**config.mk**
```make
export PLATFORM = sky130hd
export DESIGN_NAME = sync_vg_prog
export DESIGN_NICKNAME = d
export VERILOG_FILES = /design/src/rtl/sync_vg_prog.sv
export SDC_FILE = /design/constraint.sdc
export NUM_CORES = 1
export LEC_CHECK = 0
export BUFFER_PORTS_ARGS = -buffer_cell sky130_fd_sc_hd__buf_2
export CAP_MARGIN = 20
export CORE_MARGIN = 1.5
export CORE_UTILIZATION = 55
export DETAILED_ROUTE_END_ITERATION = 6
export GPL_ROUTABILITY_DRIVEN = 0
export PLACE_DENSITY_LB_ADDON = 0.1
export SYNTH_ARGS = -nofsm -noshare
export SYNTH_HDL_FRONTEND = slang
export SYNTH_SLANG_ARGS = --single-unit
```
**constraint.sdc**
```tcl
create_clock -name clk -period 7.6 [get_ports clk]
set_clock_uncertainty 0.2 [all_clocks]
set_input_delay 1.14 -clock clk [delete_from_list [all_inputs] [get_ports clk]]
set_output_delay 1.14 -clock clk [all_outputs]
set_load 0.005 [all_outputs]
```
**src/rtl/sync_vg_prog.sv**
```systemverilog
// Programmable video sync generator with shadowed timing.
// Ports: clk/rst, enable, cfg_load + cfg_* timing in; hs/vs/de, x/y, frame/line_start, cfg_pending/cfg_err/running out.
module sync_vg_prog #(
    parameter int X_BITS      = 12,
    parameter int Y_BITS      = 12,
    parameter int DEF_H_TOTAL = 1650,
    parameter int DEF_H_SYNC  = 40,
    parameter int DEF_H_BP    = 220,
    parameter int DEF_H_ACT   = 1280,
    parameter int DEF_V_TOTAL = 750,
    parameter int DEF_V_SYNC  = 5,
    parameter int DEF_V_BP    = 20,
    parameter int DEF_V_ACT   = 720
) (
    input  logic              clk,
    input  logic              rst,
    input  logic              enable,
    input  logic              cfg_load,
    input  logic [X_BITS-1:0] cfg_h_total,
    input  logic [X_BITS-1:0] cfg_h_sync,
    input  logic [X_BITS-1:0] cfg_h_bp,
    input  logic [X_BITS-1:0] cfg_h_act,
    input  logic [Y_BITS-1:0] cfg_v_total,
    input  logic [Y_BITS-1:0] cfg_v_sync,
    input  logic [Y_BITS-1:0] cfg_v_bp,
    input  logic [Y_BITS-1:0] cfg_v_act,
    input  logic              cfg_hs_pol,
    input  logic              cfg_vs_pol,
    output logic              hs_out,
    output logic              vs_out,
    output logic              de_out,
    output logic [X_BITS-1:0] x_out,
    output logic [Y_BITS-1:0] y_out,
    output logic              frame_start,
    output logic              line_start,
    output logic              cfg_pending,
    output logic              cfg_err,
    output logic              running
);

    typedef enum logic [1:0] {S_IDLE, S_RUN, S_STOP} state_t;

    state_t r_state, w_state_nxt;

    logic [X_BITS-1:0] r_h_cnt, w_h_nxt;
    logic [Y_BITS-1:0] r_v_cnt, w_v_nxt;

    // active set drives counting; staging set waits for a frame boundary
    logic [X_BITS-1:0] r_a_h_total, r_a_h_sync, r_a_h_bp, r_a_h_act;
    logic [Y_BITS-1:0] r_a_v_total, r_a_v_sync, r_a_v_bp, r_a_v_act;
    logic              r_a_hs_pol, r_a_vs_pol;
    logic [X_BITS-1:0] r_s_h_total, r_s_h_sync, r_s_h_bp, r_s_h_act;
    logic [Y_BITS-1:0] r_s_v_total, r_s_v_sync, r_s_v_bp, r_s_v_act;
    logic              r_s_hs_pol, r_s_vs_pol;
    logic              r_pending, r_err;

    logic              w_run, w_h_last, w_v_last, w_eof, w_commit;
    logic              w_cfg_ok, w_h_de, w_v_de, w_de;
    logic [X_BITS+1:0] w_cfg_h_sum;
    logic [Y_BITS+1:0] w_cfg_v_sum;
    logic [X_BITS:0]   w_h_start;
    logic [Y_BITS:0]   w_v_start;
    logic [X_BITS+1:0] w_h_end;
    logic [Y_BITS+1:0] w_v_end;

    assign w_run    = (r_state != S_IDLE);
    assign w_h_last = (r_h_cnt == r_a_h_total - X_BITS'(1));
    assign w_v_last = (r_v_cnt == r_a_v_total - Y_BITS'(1));
    assign w_eof    = w_h_last && w_v_last;
    assign w_commit = r_pending && (!w_run || w_eof);

    // sums widened so large fields cannot wrap past the total
    assign w_cfg_h_sum = {2'b0, cfg_h_sync} + {2'b0, cfg_h_bp}
                       + {2'b0, cfg_h_act};
    assign w_cfg_v_sum = {2'b0, cfg_v_sync} + {2'b0, cfg_v_bp}
                       + {2'b0, cfg_v_act};
    assign w_cfg_ok = (|cfg_h_total) && (|cfg_h_sync) && (|cfg_h_act)
                   && (|cfg_v_total) && (|cfg_v_sync) && (|cfg_v_act)
                   && (w_cfg_h_sum <= {2'b0, cfg_h_total})
                   && (w_cfg_v_sum <= {2'b0, cfg_v_total});

    assign w_h_start = {1'b0, r_a_h_sync} + {1'b0, r_a_h_bp};
    assign w_v_start = {1'b0, r_a_v_sync} + {1'b0, r_a_v_bp};
    assign w_h_end   = {1'b0, w_h_start} + {2'b0, r_a_h_act};
    assign w_v_end   = {1'b0, w_v_start} + {2'b0, r_a_v_act};
    assign w_h_de = ({1'b0, r_h_cnt} >= w_h_start)
                 && ({2'b0, r_h_cnt} < w_h_end);
    assign w_v_de = ({1'b0, r_v_cnt} >= w_v_start)
                 && ({2'b0, r_v_cnt} < w_v_end);
    assign w_de   = w_run && w_h_de && w_v_de;

    assign running     = w_run;
    assign cfg_pending = r_pending;
    assign cfg_err     = r_err;

    always_comb begin
        w_state_nxt = r_state;
        w_h_nxt     = r_h_cnt;
        w_v_nxt     = r_v_cnt;
        unique case (r_state)
            S_IDLE:  if (enable) w_state_nxt = S_RUN;
            S_RUN:   if (!enable) w_state_nxt = S_STOP;
            S_STOP:  if (enable) w_state_nxt = S_RUN;
                     else if (w_eof) w_state_nxt = S_IDLE;
            default: w_state_nxt = S_IDLE;
        endcase
        if (!w_run) begin
            w_h_nxt = '0;
            w_v_nxt = '0;
        end else if (w_h_last) begin
            w_h_nxt = '0;
            w_v_nxt = w_v_last ? '0 : r_v_cnt + Y_BITS'(1);
        end else begin
            w_h_nxt = r_h_cnt + X_BITS'(1);
        end
    end

    always_ff @(posedge clk) begin
        if (rst) begin
            r_state     <= S_IDLE;
            r_h_cnt     <= '0;
            r_v_cnt     <= '0;
            r_a_h_total <= X_BITS'(DEF_H_TOTAL);
            r_a_h_sync  <= X_BITS'(DEF_H_SYNC);
            r_a_h_bp    <= X_BITS'(DEF_H_BP);
            r_a_h_act   <= X_BITS'(DEF_H_ACT);
            r_a_v_total <= Y_BITS'(DEF_V_TOTAL);
            r_a_v_sync  <= Y_BITS'(DEF_V_SYNC);
            r_a_v_bp    <= Y_BITS'(DEF_V_BP);
            r_a_v_act   <= Y_BITS'(DEF_V_ACT);
            r_a_hs_pol  <= 1'b1;
            r_a_vs_pol  <= 1'b1;
            r_s_h_total <= X_BITS'(DEF_H_TOTAL);
            r_s_h_sync  <= X_BITS'(DEF_H_SYNC);
            r_s_h_bp    <= X_BITS'(DEF_H_BP);
            r_s_h_act   <= X_BITS'(DEF_H_ACT);
            r_s_v_total <= Y_BITS'(DEF_V_TOTAL);
            r_s_v_sync  <= Y_BITS'(DEF_V_SYNC);
            r_s_v_bp    <= Y_BITS'(DEF_V_BP);
            r_s_v_act   <= Y_BITS'(DEF_V_ACT);
            r_s_hs_pol  <= 1'b1;
            r_s_vs_pol  <= 1'b1;
            r_pending   <= 1'b0;
            r_err       <= 1'b0;
            hs_out      <= 1'b0;
            vs_out      <= 1'b0;
            de_out      <= 1'b0;
            x_out       <= '0;
            y_out       <= '0;
            frame_start <= 1'b0;
            line_start  <= 1'b0;
        end else begin
            r_state <= w_state_nxt;
            r_h_cnt <= w_h_nxt;
            r_v_cnt <= w_v_nxt;
            if (w_commit) begin
                r_a_h_total <= r_s_h_total;
                r_a_h_sync  <= r_s_h_sync;
                r_a_h_bp    <= r_s_h_bp;
                r_a_h_act   <= r_s_h_act;
                r_a_v_total <= r_s_v_total;
                r_a_v_sync  <= r_s_v_sync;
                r_a_v_bp    <= r_s_v_bp;
                r_a_v_act   <= r_s_v_act;
                r_a_hs_pol  <= r_s_hs_pol;
                r_a_vs_pol  <= r_s_vs_pol;
            end
            // a load accepted in the commit cycle stays pending
            if (cfg_load && w_cfg_ok) begin
                r_s_h_total <= cfg_h_total;
                r_s_h_sync  <= cfg_h_sync;
                r_s_h_bp    <= cfg_h_bp;
                r_s_h_act   <= cfg_h_act;
                r_s_v_total <= cfg_v_total;
                r_s_v_sync  <= cfg_v_sync;
                r_s_v_bp    <= cfg_v_bp;
                r_s_v_act   <= cfg_v_act;
                r_s_hs_pol  <= cfg_hs_pol;
                r_s_vs_pol  <= cfg_vs_pol;
                r_pending   <= 1'b1;
            end else if (w_commit) begin
                r_pending   <= 1'b0;
            end
            if (cfg_load) r_err <= !w_cfg_ok;
            // XNOR with polarity: sync forced inactive while idle
            hs_out      <= (w_run && (r_h_cnt < r_a_h_sync)) ~^ r_a_hs_pol;
            vs_out      <= (w_run && (r_v_cnt < r_a_v_sync)) ~^ r_a_vs_pol;
            de_out      <= w_de;
            x_out       <= w_de ? r_h_cnt - w_h_start[X_BITS-1:0] : '0;
            y_out       <= w_de ? r_v_cnt - w_v_start[Y_BITS-1:0] : '0;
            frame_start <= w_run && (r_h_cnt == '0) && (r_v_cnt == '0);
            line_start  <= w_run && (r_h_cnt == '0);
        end
    end

endmodule
```
# After elaboration in Yosys (flattened, before gate mapping)
# Cells that the tools add are included.
dict set report classes {
  add_sub_neg 14
  n_mul 0
  div 0
  order_cmp 8
  n_eq_ne 7
  n_shift 0
  n_mux 8
  bitwise 4
  n_reduce_logical 36
}
# operator n
set op_table {}
lappend op_table {{12-bit OR reduction} 6}
lappend op_table {{13-bit by 12-bit adder with 14-bit output} 4}
lappend op_table {{12-bit by 12-bit adder with 13-bit output} 4}
lappend op_table {{14-bit by 12-bit <= comparator with 1-bit output} 2}
lappend op_table {{12-bit by 14-bit < comparator with 1-bit output} 2}
lappend op_table {{12-bit by 13-bit >= comparator with 1-bit output} 2}
lappend op_table {{12-bit by 1-bit adder with 12-bit output, second input constant} 2}
lappend op_table {{12-bit == test} 2}
lappend op_table {{12-bit zero test} 2}
lappend op_table {{12-bit < comparator} 2}
lappend op_table {{12-bit by 1-bit subtractor with 12-bit output, second input constant} 2}
lappend op_table {{12-bit subtractor} 2}
lappend op_table {{1-bit logical AND} 18}
lappend op_table {{12-bit 2-to-1 mux} 1}
lappend op_table {{2-bit 2-to-1 mux} 4}
lappend op_table {{2-bit one-hot mux with 3 select lines} 1}
lappend op_table {{2-bit inequality test, second input constant} 2}
lappend op_table {{2-bit nonzero test} 2}
lappend op_table {{2-bit OR reduction} 2}
lappend op_table {{3-bit inequality test, second input constant} 1}
lappend op_table {{3-bit AND reduction} 1}
lappend op_table {{3-bit OR reduction} 1}
lappend op_table {{2-bit by 1-bit == test with 1-bit output, second input constant} 1}
lappend op_table {{2-bit == test, second input constant} 1}
lappend op_table {{6 further kinds} 10}
dict set report word_totals {
  reg_bits 253
  latchBits 0
  ram_bits 0
  mem_bits_ro 0
  in_bits 102
  out_inout_bits 32
  memories 0
}

# Depth between registers and ports, before layout
# Gate-level depths: netlist (run 1).
dict set report logic_depth {
  depth_word 10
  depth_mapped 25
}

# Least setup slack after synthesis (run 1)
# OpenSTA, ideal clock, no wires.
dict set report synth_timing {
  kind {input-to-reg}
  from {in cfg_h_sync[1]}
  to {reg r_s_h_act[10]}
  arrival_time_ps 5566
  required_ps 7328
  slack_ps 1762
  stages 21
  path_cell_list {fa_1 ha_1 fa_1 a21oi_1 o21ai_0 o21a_1 o21a_1 o31a_1 o21a_1 nor2_1 xnor2_1 ha_1 nand4_1 or2_2 nor3_1 a21oi_1 a211oi_1 and3_1 clkbuf_1 buf_2 mux2i_1}
}
dict set report synth_between {
  elab_chain_cells 9
}
# item line
set synth_lines {}
lappend synth_lines {{start: declaration} 20} ;# input logic [X_BITS-1:0] cfg_h_sync,
lappend synth_lines {{branches (longest 6 deep; another with 13-bit by 12-bit adder with 14-bit output)} --}
lappend synth_lines {{1-bit logical AND *} 79} ;# && (w_cfg_h_sum <= {2'b0, cfg_h_total})
lappend synth_lines {{1-bit logical AND *} 80} ;# && (w_cfg_v_sum <= {2'b0, cfg_v_total});
lappend synth_lines {{1-bit logical AND *} 169} ;# if (cfg_load && w_cfg_ok) begin
lappend synth_lines {{end signal: assignment} 136} ;# r_s_h_act <= X_BITS'(DEF_H_ACT);
lappend synth_lines {{end signal: assignment} 173} ;# r_s_h_act <= cfg_h_act;
lappend synth_lines {{end: declaration} 52} ;# logic [X_BITS-1:0] r_s_h_total, r_s_h_sync, r_s_h_bp, r_s_h_act;
# Mark *: on every way between the ends.
# A chain may end at the register's enable or synchronous reset.

# Final worst setup path (run 1)
dict set report layout_timing {
  from {in cfg_h_sync[1]}
  to {reg r_s_v_bp[5]}
}
dict set report layout_between {
  elab_chain_cells 9
}
# item line
set layout_lines {}
lappend layout_lines {{branches (longest 6 deep; another with 13-bit by 12-bit adder with 14-bit output)} --}
lappend layout_lines {{1-bit logical AND *} 79}
lappend layout_lines {{1-bit logical AND *} 80}
lappend layout_lines {{1-bit logical AND *} 169}
lappend layout_lines {{end signal: assignment} 139} ;# r_s_v_bp <= Y_BITS'(DEF_V_BP);
lappend layout_lines {{end signal: assignment} 176} ;# r_s_v_bp <= cfg_v_bp;
lappend layout_lines {{end: declaration} 53} ;# logic [Y_BITS-1:0] r_s_v_total, r_s_v_sync, r_s_v_bp, r_s_v_act;
# Marked as above.

==> impl_metrics.ini, run 1 <==
[run_status]
status = finished clean

[power_and_ir_drop]
clkPwrFrac_pct = 40.4
total_power_mw = 3.57
p_sw_share_pct = 29.6
p_comb_share_pct = 20.6
switching_power_mw = 1.06
p_int_mw = 2.52
irDropWorstVdd_mv = 0.174
powerDensity_nw_per_um2 = 195
seqPwrFrac_pct = 38.9
leakage_nw = 7.38

[clocking]
root_buffer = clkbuf_16
cts_resized = 0
clockBufferDepth = 3
cts_buffers = 28
cts_tree = done
cts_hold_buf = 0
clkTransAtPathRegs_ns = 0.06
ctsHtreeMaxLevel = 1
cts_setup_buffers = 0
insertion_delay_ns = 0.54
clkSinkCount = 253

[worst_setup_path]
end_kind = register
path_class = in2reg
cp-startpoint = cfg_h_sync[1]
worstPathMaxFanout = 37
critPathMaxStageDelay_ns = 0.86
reg2reg_to = y_out[11]$_SDFF_PP0_
rrSetupSlack_ns = 1.49
required_ns = 7.87
reg2regPathDepth = 24
arrival_ns = 6.58
cp_cell_sequence = buf_2 -> fa_1 -> ha_1 -> fa_1 -> a21oi_1 -> o21ai_0 -> o21a_1 -> o21a_1 -> o31a_1 -> o21a_1 -> nor2_1 -> xnor2_1 -> ha_1 -> nand4_1 -> or2_2 -> o21bai_1 -> a21oi_1 -> a2111o_1 -> buf_4 -> o21ai_0 -> a21oi_1
startpoint_type = primary input
slowest_stage = a2111o_1
r2r-start = r_a_v_sync[0]$_SDFFE_PP1P_

[place]
io_buffers = 133
place_area_sq_um = 17300
pre_cts_ws_ns = 0.784
dpl.hpwl_um = 33200

[synthesis]
synth_area_leader_cell = dfxtp_1
synth_edf_count = 0
syn-cell-area_sq_um = 16400
netlist_instances = 1930
synthesis.nets = 2235
ys.flop_type = dfxtp_1
synth_top_area_share_pct = 30.8
async_flop_share_pct = 0
synthDistinctLibCells = 64
synth_top_cells_by_area = dfxtp_1 31%, ha_1 13%, mux2i_1 6.2%
yosys_warnings = 0
ys_ff_latch = 253
avgSynthCellArea_sq_um = 8.51
synth_seq_area_share_pct = 30.8

[run]
cap_violations = 0

[global_routing]
grt_pass1_vias = 13300
grt_overflow_total = 0
grt_usage_pct = 28.4
grt_pass1_wl_um = 70600
antenna_found_initial = 0
grt_max_degree = 126

[timing]
rsz0062_at_grt = no
max_freq_mhz = 159
period_needed_ns = 6.30
setup_viol = 0
fin_ws_ns = 1.30
relSlewSlack_pct = 29.7
tightest_slew_ns = 1.05
tns_ns = 0
hold_viol = 0
drv_slew = 0
fin_crit_sh_pct = 82.9

[floorplanning]
start_util_pct = 55.7
core-area_sq_um = 29500
die_area_sq_um = 30900
die_w_um = 176
die_height_um = 176
rows = 63
ioPinCount = 134

[finish]
final_design_area_no_fill_sq_um = 18300
layout-drive-gt1-share_pct = 10.1
diodes = 0
nets = 2315
area_delta_synth_final_pct = 11.7
num-fill-cells = 2629

[detailed_routing]
drt-total-wl_um = 44000
drtIter0Drc = 1216
dr_wl_met2_um = 17900
vias = 14500
dr_wl_met3_um = 3210
viasPerCell = 5.99
antenna_left = 0
highest_layer = met4
drt-pass1-iter-count = 5
route.detailed.drc = 0
wl_per_cell_um = 18.2
wl_met1_um = 22200

[worst_hold_path]
hp-class = reg2reg
holdPathEnd = r_state[0]$_SDFFE_PP0P_
min-delay-start = r_state[1]$_SDFFE_PP0P_
holdPathStages = 1
[power by group through the flow]
stage | combinational, mW | sequential [mW] | clock, mW
after floorplan | 0.519 | 1.41 | 0
after global placement | 0.703 | 1.42 | 0
after detailed placement | 0.717 | 1.42 | 0
after CTS | 0.724 | 1.39 | 1.47
after global routing | 0.810 | 1.39 | 1.52
final | 0.737 | 1.39 | 1.44
[kinds of logic after synthesis]
| logic type | count (synthesis) | synth area share, % |
|---|---|---|
| xor+xnor | 121 | 6.45 |
| buf+inv | 207 | 5.12 |
| simple gates | 592 | 18.0 |
| fa+ha+maj | 203 | 16.9 |
| mux | 102 | 6.22 |
| compound gates | 452 | 16.4 |
| flops | 253 | 30.8 |
[critical path, delay by kind of cell]
| kind | cells | cell delay (ns) |
|---|---|---|
| buffers and inverters | 2 | 0.54 |
| XOR/XNOR | 1 | 0.08 |
| AND/OR/NAND/NOR | 3 | 0.49 |
| AO/OA/AOI/OAI | 11 | 2.82 |
| adder cells (fa/ha/maj) | 4 | 1.45 |
[per-layer routing]
layer  vias to the layer above  global-route usage (%)
met5                         -                       0
met4                         0                    5.73
met3                        51                    3.12
met2                       541                    40.9
met1                      6809                    44.9
li1                       7103                       -
[how the worst max path moves through the flow]
stage / endpoint / slack (ns) / cells past startpoint
final: r_s_v_bp[5]$_SDFFE_PP0P_ / 1.30 / 21
after detailed placement: r_s_h_bp[11]$_SDFFE_PP0P_ / 0.78 / 21
after global placement: r_s_v_total[10]$_SDFFE_PP0P_ / 0.93 / 21
after CTS: r_s_h_bp[11]$_SDFFE_PP0P_ / 1.30 / 21
after global routing: r_s_v_act[3]$_SDFFE_PP0P_ / 0.95 / 21
after floorplan: r_s_h_act[10]$_SDFFE_PP1P_ / 1.76 / 21
[stage by stage]
step                      utilization (%)  cells  hold WS (ns)
final                                62.2   2422         0.263
after floorplan                         -   1930         0.237
after CTS                            62.1   2420         0.261
after global placement               58.7   2368         0.242
after global routing                 62.2   2422         0.291
after detailed placement             58.7   2368         0.254
[Yosys cell counts (6+ instances only)]
cell,count
a211oi_1,18
o31ai_1,7
o211ai_1,10
mux2i_1,101
nor3_1,78
buf_4,7
nor4_1,33
inv_1,111
nand2_1,50
fa_1,32
buf_2,6
or3_1,9
clkbuf_1,76
nand4_1,90
dfxtp_1,253
o21a_1,22
and3_1,12
xnor2_1,73
a41oi_1,6
nor2b_1,16
a21o_1,31
ha_1,171
nand2b_1,16
nand3_1,38
nor2_1,215
o21ai_0,123
xor2_1,48
a21oi_1,182
nor3b_1,8
or4_1,6
o21bai_1,11
[area by class of cell]
type	count	area [sq um]	area share [%]
flip-flops and latches	253	5060	27.6
clock buffers	43	868	4.73
multi-input cells	1470	10600	57.6
inverters	111	417	2.27
clock inverters	9	138	0.750
repair buffers	146	810	4.41
well taps	390	488	2.66
[cells in the final DEF (no fill, tap or decap), drive strengths merged, types with 6 or more instances in the layout]
cell and count:
dfxtp 253, nor2 215, a21oi 182, ha 171, buf 146, o21ai 124, inv 115, mux2i 101
nand4 90, nor3 79, xnor2 73, nand2 50, xor2 48, clkbuf 43, nand3 38, nor4 34
fa 32, a21o 31, o21a 22, a211oi 18, nor2b 16, nand2b 16, and3 12, o21bai 11
o211ai 10, or3 9, nor3b 8, o31ai 8, a41oi 6, or4 6
Power figures use the tool's default switching activity.
==> run 2, diff against run 1 <==
==> constraint.sdc (replaced) <==
create_clock -name clk -period 6.6 [get_ports clk]
set_clock_uncertainty 0.2 [all_clocks]
set_input_delay 0.99 -clock clk [delete_from_list [all_inputs] [get_ports clk]]
set_output_delay 0.99 -clock clk [all_outputs]
set_load 0.005 [all_outputs]
==> impl_metrics.ini, run 2 (same netlist as run 1, synthesis figures left out) <==
[run_status]
status = finished clean

[detailed_routing]
drtIter0Drc = 1168
vias = 14400
dr_wl_met2_um = 17500
drt-total-wl_um = 43700
dr_wl_met3_um = 3000
viasPerCell = 5.95
wl_met1_um = 22400
wl_per_cell_um = 18.0
highest_layer = met4
drt-pass1-iter-count = 7
antenna_left = 0
route.detailed.drc = 0

[finish]
area_delta_synth_final_pct = 11.3
fin_cells = 2424
layout-drive-gt1-share_pct = 10.1
final_common_cell = dfxtp_1
final_util_pct = 62.0
final_cell_mix = 253 x dfxtp_1, 215 x nor2_1, 182 x a21oi_1, 171 x ha_1, 132 x buf_2
final_design_area_no_fill_sq_um = 18300
nets = 2318

[clocking]
cts_resized = 0
cts_tree = done
cts_buffers = 28
root_buffer = clkbuf_16
clkSinkCount = 253
ctsHtreeMaxLevel = 1
clkTransAtPathRegs_ns = 0.06
clockBufferDepth = 3
insertion_delay_ns = 0.54
cts_setup_buffers = 0
cts_hold_buf = 0

[global_routing]
grt_pass1_vias = 13200
antenna_found_initial = 1
grt_max_degree = 82
grt_overflow_total = 0
grt_usage_pct = 28.0
grt_pass1_wl_um = 69500

[power_and_ir_drop]
irDropWorstVdd_mv = 0.240
powerDensity_nw_per_um2 = 218
leakage_nw = 7.35
total_power_mw = 3.99

[floorplanning]
die_w_um = 176
ioPinCount = 134
rows = 63
die_height_um = 176
core-area_sq_um = 29500
start_util_pct = 55.7
die_area_sq_um = 30900

[place]
io_buffers = 133
dp.cells = 2371
dpl.hpwl_um = 33500
place_area_sq_um = 17300

[timing]
tns_ns = 0
max_freq_mhz = 181
setup_viol = 0
hold_viol = 0
fin_crit_sh_pct = 83.8
rsz0062_at_grt = no
drv_slew = 0
tightest_slew_ns = 1.11
relSlewSlack_pct = 25.2
period_needed_ns = 5.53

[worst_setup_path]
required_ns = 6.85
r2r-start = r_a_v_sync[1]$_SDFFE_PP0P_
end_kind = register
arrival_ns = 5.79
crit_top_cell = o21a_1
startpoint_type = primary input
cp_cell_sequence = buf_2 -> fa_1 -> ha_1 -> fa_1 -> a21oi_1 -> o21ai_0 -> o21a_1 -> o21a_1 -> o31a_1 -> o21a_1 -> nor2_1 -> xnor2_1 -> ha_1 -> nand4_1 -> or2_2 -> nor3_1 -> a21oi_1 -> a2111o_1 -> buf_4 -> or3_1 -> o21ai_0
critPathMaxStageDelay_ns = 0.48
path_buf_inv = 2
worstPathMaxFanout = 53
reg2reg_to = y_out[11]$_SDFF_PP0_
crit_family = compound AO/OA/AOI/OAI gates
crit_cells = 21
rrSetupSlack_ns = 1.12
slowest_stage = fa_1
reg2regPathDepth = 26
path_class = in2reg

[worst_hold_path]
holdPathEnd = r_state[0]$_SDFFE_PP0P_
hp-class = reg2reg
holdPathStages = 1
min-delay-start = r_state[1]$_SDFFE_PP0P_

[run]
cap_violations = 0
-- run 2: worst max path at each step --
stage                                           from                         end  slack (ns)
final                                  cfg_h_sync[1]    cfg_pending$_SDFFE_PP0P_        1.07
after global routing      r_a_v_sync[0]$_SDFFE_PP1P_         y_out[9]$_SDFF_PP0_        0.76
after CTS                 r_a_v_sync[0]$_SDFFE_PP1P_        y_out[11]$_SDFF_PP0_        0.99
after detailed placement               cfg_h_sync[1]    cfg_pending$_SDFFE_PP0P_        0.56
after global placement                 cfg_h_sync[1]    cfg_pending$_SDFFE_PP0P_        0.66
after floorplan                        cfg_h_sync[1]  r_s_h_act[10]$_SDFFE_PP1P_        0.91
-- run 2: area by class of cell --
type	instances	area (sq um)
sequential	253	5060
inverter	111	417
clock buffer	40	807
timing repair buffer	149	837
clock inverter	10	111
multi-input combinational	1470	10600
tap	390	488
fill	2629	11200
antenna	1	2.50
-- run 2: power breakdown --
| group | internal, mW | switching, mW | leakage, nW |
|---|---|---|---|
| clock | 0.927 | 0.617 | 0.455 |
| combinational | 0.301 | 0.542 | 4.85 |
| sequential | 1.57 | 0.0290 | 2.04 |
-- run 2: per-layer routing --
layer	global-route usage, %	up-vias
li1	-	7122
met1	44.3	6728
met2	39.8	515
met3	2.92	56
met4	6.84	0
met5	0	-
-- run 2: worst reg2reg max path, cell delays in order (launching register included) --
cell and delay (ns):
dfxtp_1 0.42, ha_1 0.26, a21o_1 0.18, a21oi_1 0.26
nor2b_1 0.11, o211ai_1 0.17, nand2_1 0.10, a41oi_1 0.34
nor2b_1 0.27, xnor2_1 0.10, ha_1 0.41, nand2_1 0.08
nor2_1 0.10, nand3_1 0.10, a41oi_1 0.19, nor2_1 0.07
xor2_1 0.14, ha_1 0.28, a211oi_1 0.30, nand3b_1 0.11
a41oi_1 0.19, o31ai_1 0.10, nor4_1 0.19, buf_4 0.18
o21ai_2 0.06, buf_8 0.16, nor4b_1 0.28
-- run 2: metrics by stage --
| step | hold WS (ns) | setup WS, ns |
|---|---|---|
| CTS | 0.261 | 0.990 |
| floorplan | 0.237 | 0.912 |
| detailed placement | 0.261 | 0.558 |
| finish | 0.263 | 1.07 |
| global placement | 0.240 | 0.657 |
| global route | 0.296 | 0.759 |
==> run 3, diff against run 2 <==
==> constraint.sdc (replaced) <==
create_clock -name clk -period 5.5 [get_ports clk]
set_clock_uncertainty 0.2 [all_clocks]
set_input_delay 0.825 -clock clk [delete_from_list [all_inputs] [get_ports clk]]
set_output_delay 0.825 -clock clk [all_outputs]
set_load 0.005 [all_outputs]
==> impl_metrics.ini, run 3 (same netlist as run 1, synthesis figures left out) <==
[run_status]
status = finished clean

[floorplanning]
die_area_sq_um = 30900
die_height_um = 176
core-area_sq_um = 29500
ioPinCount = 134
start_util_pct = 55.7
rows = 63
die_w_um = 176

[timing]
max_freq_mhz = 194
period_needed_ns = 5.15
rsz0062_at_grt = no
hold_viol = 0
fin_crit_sh_pct = 93.7
tightest_slew_ns = 1.12
drv_slew = 0
relSlewSlack_pct = 25.2
setup_viol = 0

[worst_setup_path]
cp_cell_sequence = buf_2 -> fa_1 -> ha_1 -> fa_1 -> a21oi_1 -> o21ai_0 -> o21a_1 -> o21a_1 -> o31a_1 -> o21a_1 -> nor2_1 -> xnor2_1 -> ha_1 -> nand4_1 -> or2_2 -> nor3_1 -> a21oi_1 -> a2111o_1 -> buf_12 -> or3_1 -> o21ai_0
reg2reg_to = x_out[2]$_SDFF_PP0_
startpoint_type = primary input
arrival_ns = 5.39
crit_family = compound AO/OA/AOI/OAI gates
end_kind = register
slowest_stage = fa_1
critPathMaxStageDelay_ns = 0.47
rrSetupSlack_ns = 0.35
required_ns = 5.74
r2r-start = r_a_v_sync[0]$_SDFFE_PP1P_
path_buf_inv = 2
path_class = in2reg
worstPathMaxFanout = 67
crit_top_cell = o21a_1
reg2regPathDepth = 25

[power_and_ir_drop]
total_power_mw = 4.73
leakage_nw = 7.47
powerDensity_nw_per_um2 = 255
irDropWorstVdd_mv = 0.192

[finish]
final_design_area_no_fill_sq_um = 18600
final_common_cell = dfxtp_1
nets = 2344
layout-drive-gt1-share_pct = 12.1
area_delta_synth_final_pct = 12.9
fin_cells = 2447
diodes = 0
num-fill-cells = 2571
final_cell_mix = 251 x dfxtp_1, 215 x nor2_1, 178 x a21oi_1, 170 x ha_1, 132 x buf_2

[place]
place_area_sq_um = 17600
dpl.hpwl_um = 33500
io_buffers = 133
dp.cells = 2396

[global_routing]
grt_usage_pct = 27.6
grt_pass1_vias = 13100
grt_max_degree = 131
grt_pass1_wl_um = 68500
antenna_found_initial = 0
grt_overflow_total = 0

[detailed_routing]
drt-pass1-iter-count = 7
drt-total-wl_um = 43600
drtIter0Drc = 1132
route.detailed.drc = 0
antenna_left = 0
vias = 14600
wl_per_cell_um = 17.8
viasPerCell = 5.98

[clocking]
cts_buffers = 27
clockBufferDepth = 3
insertion_delay_ns = 0.53
cts_tree = done
ctsHtreeMaxLevel = 1
clkSinkCount = 253
clkTransAtPathRegs_ns = 0.06
root_buffer = clkbuf_16

[worst_hold_path]
holdPathEnd = r_state[0]$_SDFFE_PP0P_
min-delay-start = r_state[1]$_SDFFE_PP0P_
hp-class = reg2reg
holdPathStages = 1

[run]
cap_violations = 0
-- run 3: cell count changes in the layout (fill, tap and decap cells not counted), sizes merged --
cell,before,now
clkinv,6,4
diode,1,0
clkbuf,41,42
clkinvlp,0,1
inv,113,112
bufinv,2,0
buf,148,175
-- run 3: power by group --
group / internal (mW) / switching, mW / total, mW
registers: 1.89 / 0.0366 / 1.92
clock network: 1.00 / 0.732 / 1.73
logic: 0.410 / 0.663 / 1.07
-- run 3: worst register-to-register path, cell delays in order, from the launching register on --
cell	delay, ns
dfxtp_1	0.31
ha_1	0.23
fa_2	0.37
buf_4	0.16
a21o_1	0.17
a21oi_2	0.18
xnor2_2	0.16
ha_1	0.30
o21a_1	0.12
o31a_1	0.13
o211ai_1	0.22
nand2_1	0.08
a21o_1	0.21
a21o_1	0.20
a21oi_2	0.14
xnor2_1	0.07
ha_1	0.20
a211oi_2	0.26
nand3b_1	0.10
a41oi_1	0.18
o31ai_1	0.10
nor4_1	0.30
buf_4	0.18
o21ai_2	0.11
buf_4	0.20
nor3_1	0.18
-- run 3: how the worst max path moves through the flow --
stage	slack (ns)	end	depth (start not counted)	start
2_1_floorplan	-0.02	r_s_h_act[10]$_SDFFE_PP1P_	21	cfg_h_sync[1]
3_3_place_gp	-0.08	cfg_pending$_SDFFE_PP0P_	21	cfg_h_sync[1]
3_5_place_dp	-0.18	r_s_h_total[6]$_SDFFE_PP1P_	22	cfg_h_sync[1]
4_1_cts	0.02	y_out[9]$_SDFF_PP0_	23	r_a_v_sync[0]$_SDFFE_PP1P_
5_1_grt	0.04	x_out[3]$_SDFF_PP0_	24	r_a_v_sync[0]$_SDFFE_PP1P_
6_report	0.35	cfg_pending$_SDFFE_PP0P_	21	cfg_h_sync[1]
-- run 3: timing repair --
action | CTS | global route
setup endpoints to repair | 0 | 25
buffers inserted | 0 | 3
hold buffers | 0 | 0
resized for setup | 0 | 22
-- run 3: layout make-up --
| class | count | area, sq um | area share [%] |
|---|---|---|---|
| sequential | 253 | 5070 | 27.3 |
| multi-input combinational | 1470 | 10700 | 57.5 |
| timing repair buffer | 176 | 1070 | 5.75 |
| clock inverter | 6 | 55.1 | 0.297 |
| tap | 390 | 488 | 2.63 |
| inverter | 111 | 417 | 2.25 |
| clock buffer | 41 | 798 | 4.30 |
-- run 3: metrics by stage --
stage / utilization, % / hold slack (ns) / setup TNS [ns] / setup WS (ns)
3_3_place_gp: 59.6 / 0.240 / -1.66 / -0.0775
4_1_cts: 62.5 / 0.257 / 0 / 0.0208
6_report: 62.9 / 0.262 / 0 / 0.346
2_1_floorplan: - / 0.237 / -0.576 / -0.0228
3_5_place_dp: 59.6 / 0.254 / -10.89 / -0.181
5_1_grt: 62.9 / 0.272 / 0 / 0.0381
-- run 3: routing by layer --
metal  global-route usage (%)  share of wire (%)
met5                        0                  0
met4                     7.69                2.6
met3                     3.07                6.3
met2                     39.0                 40
met1                     43.5                 51
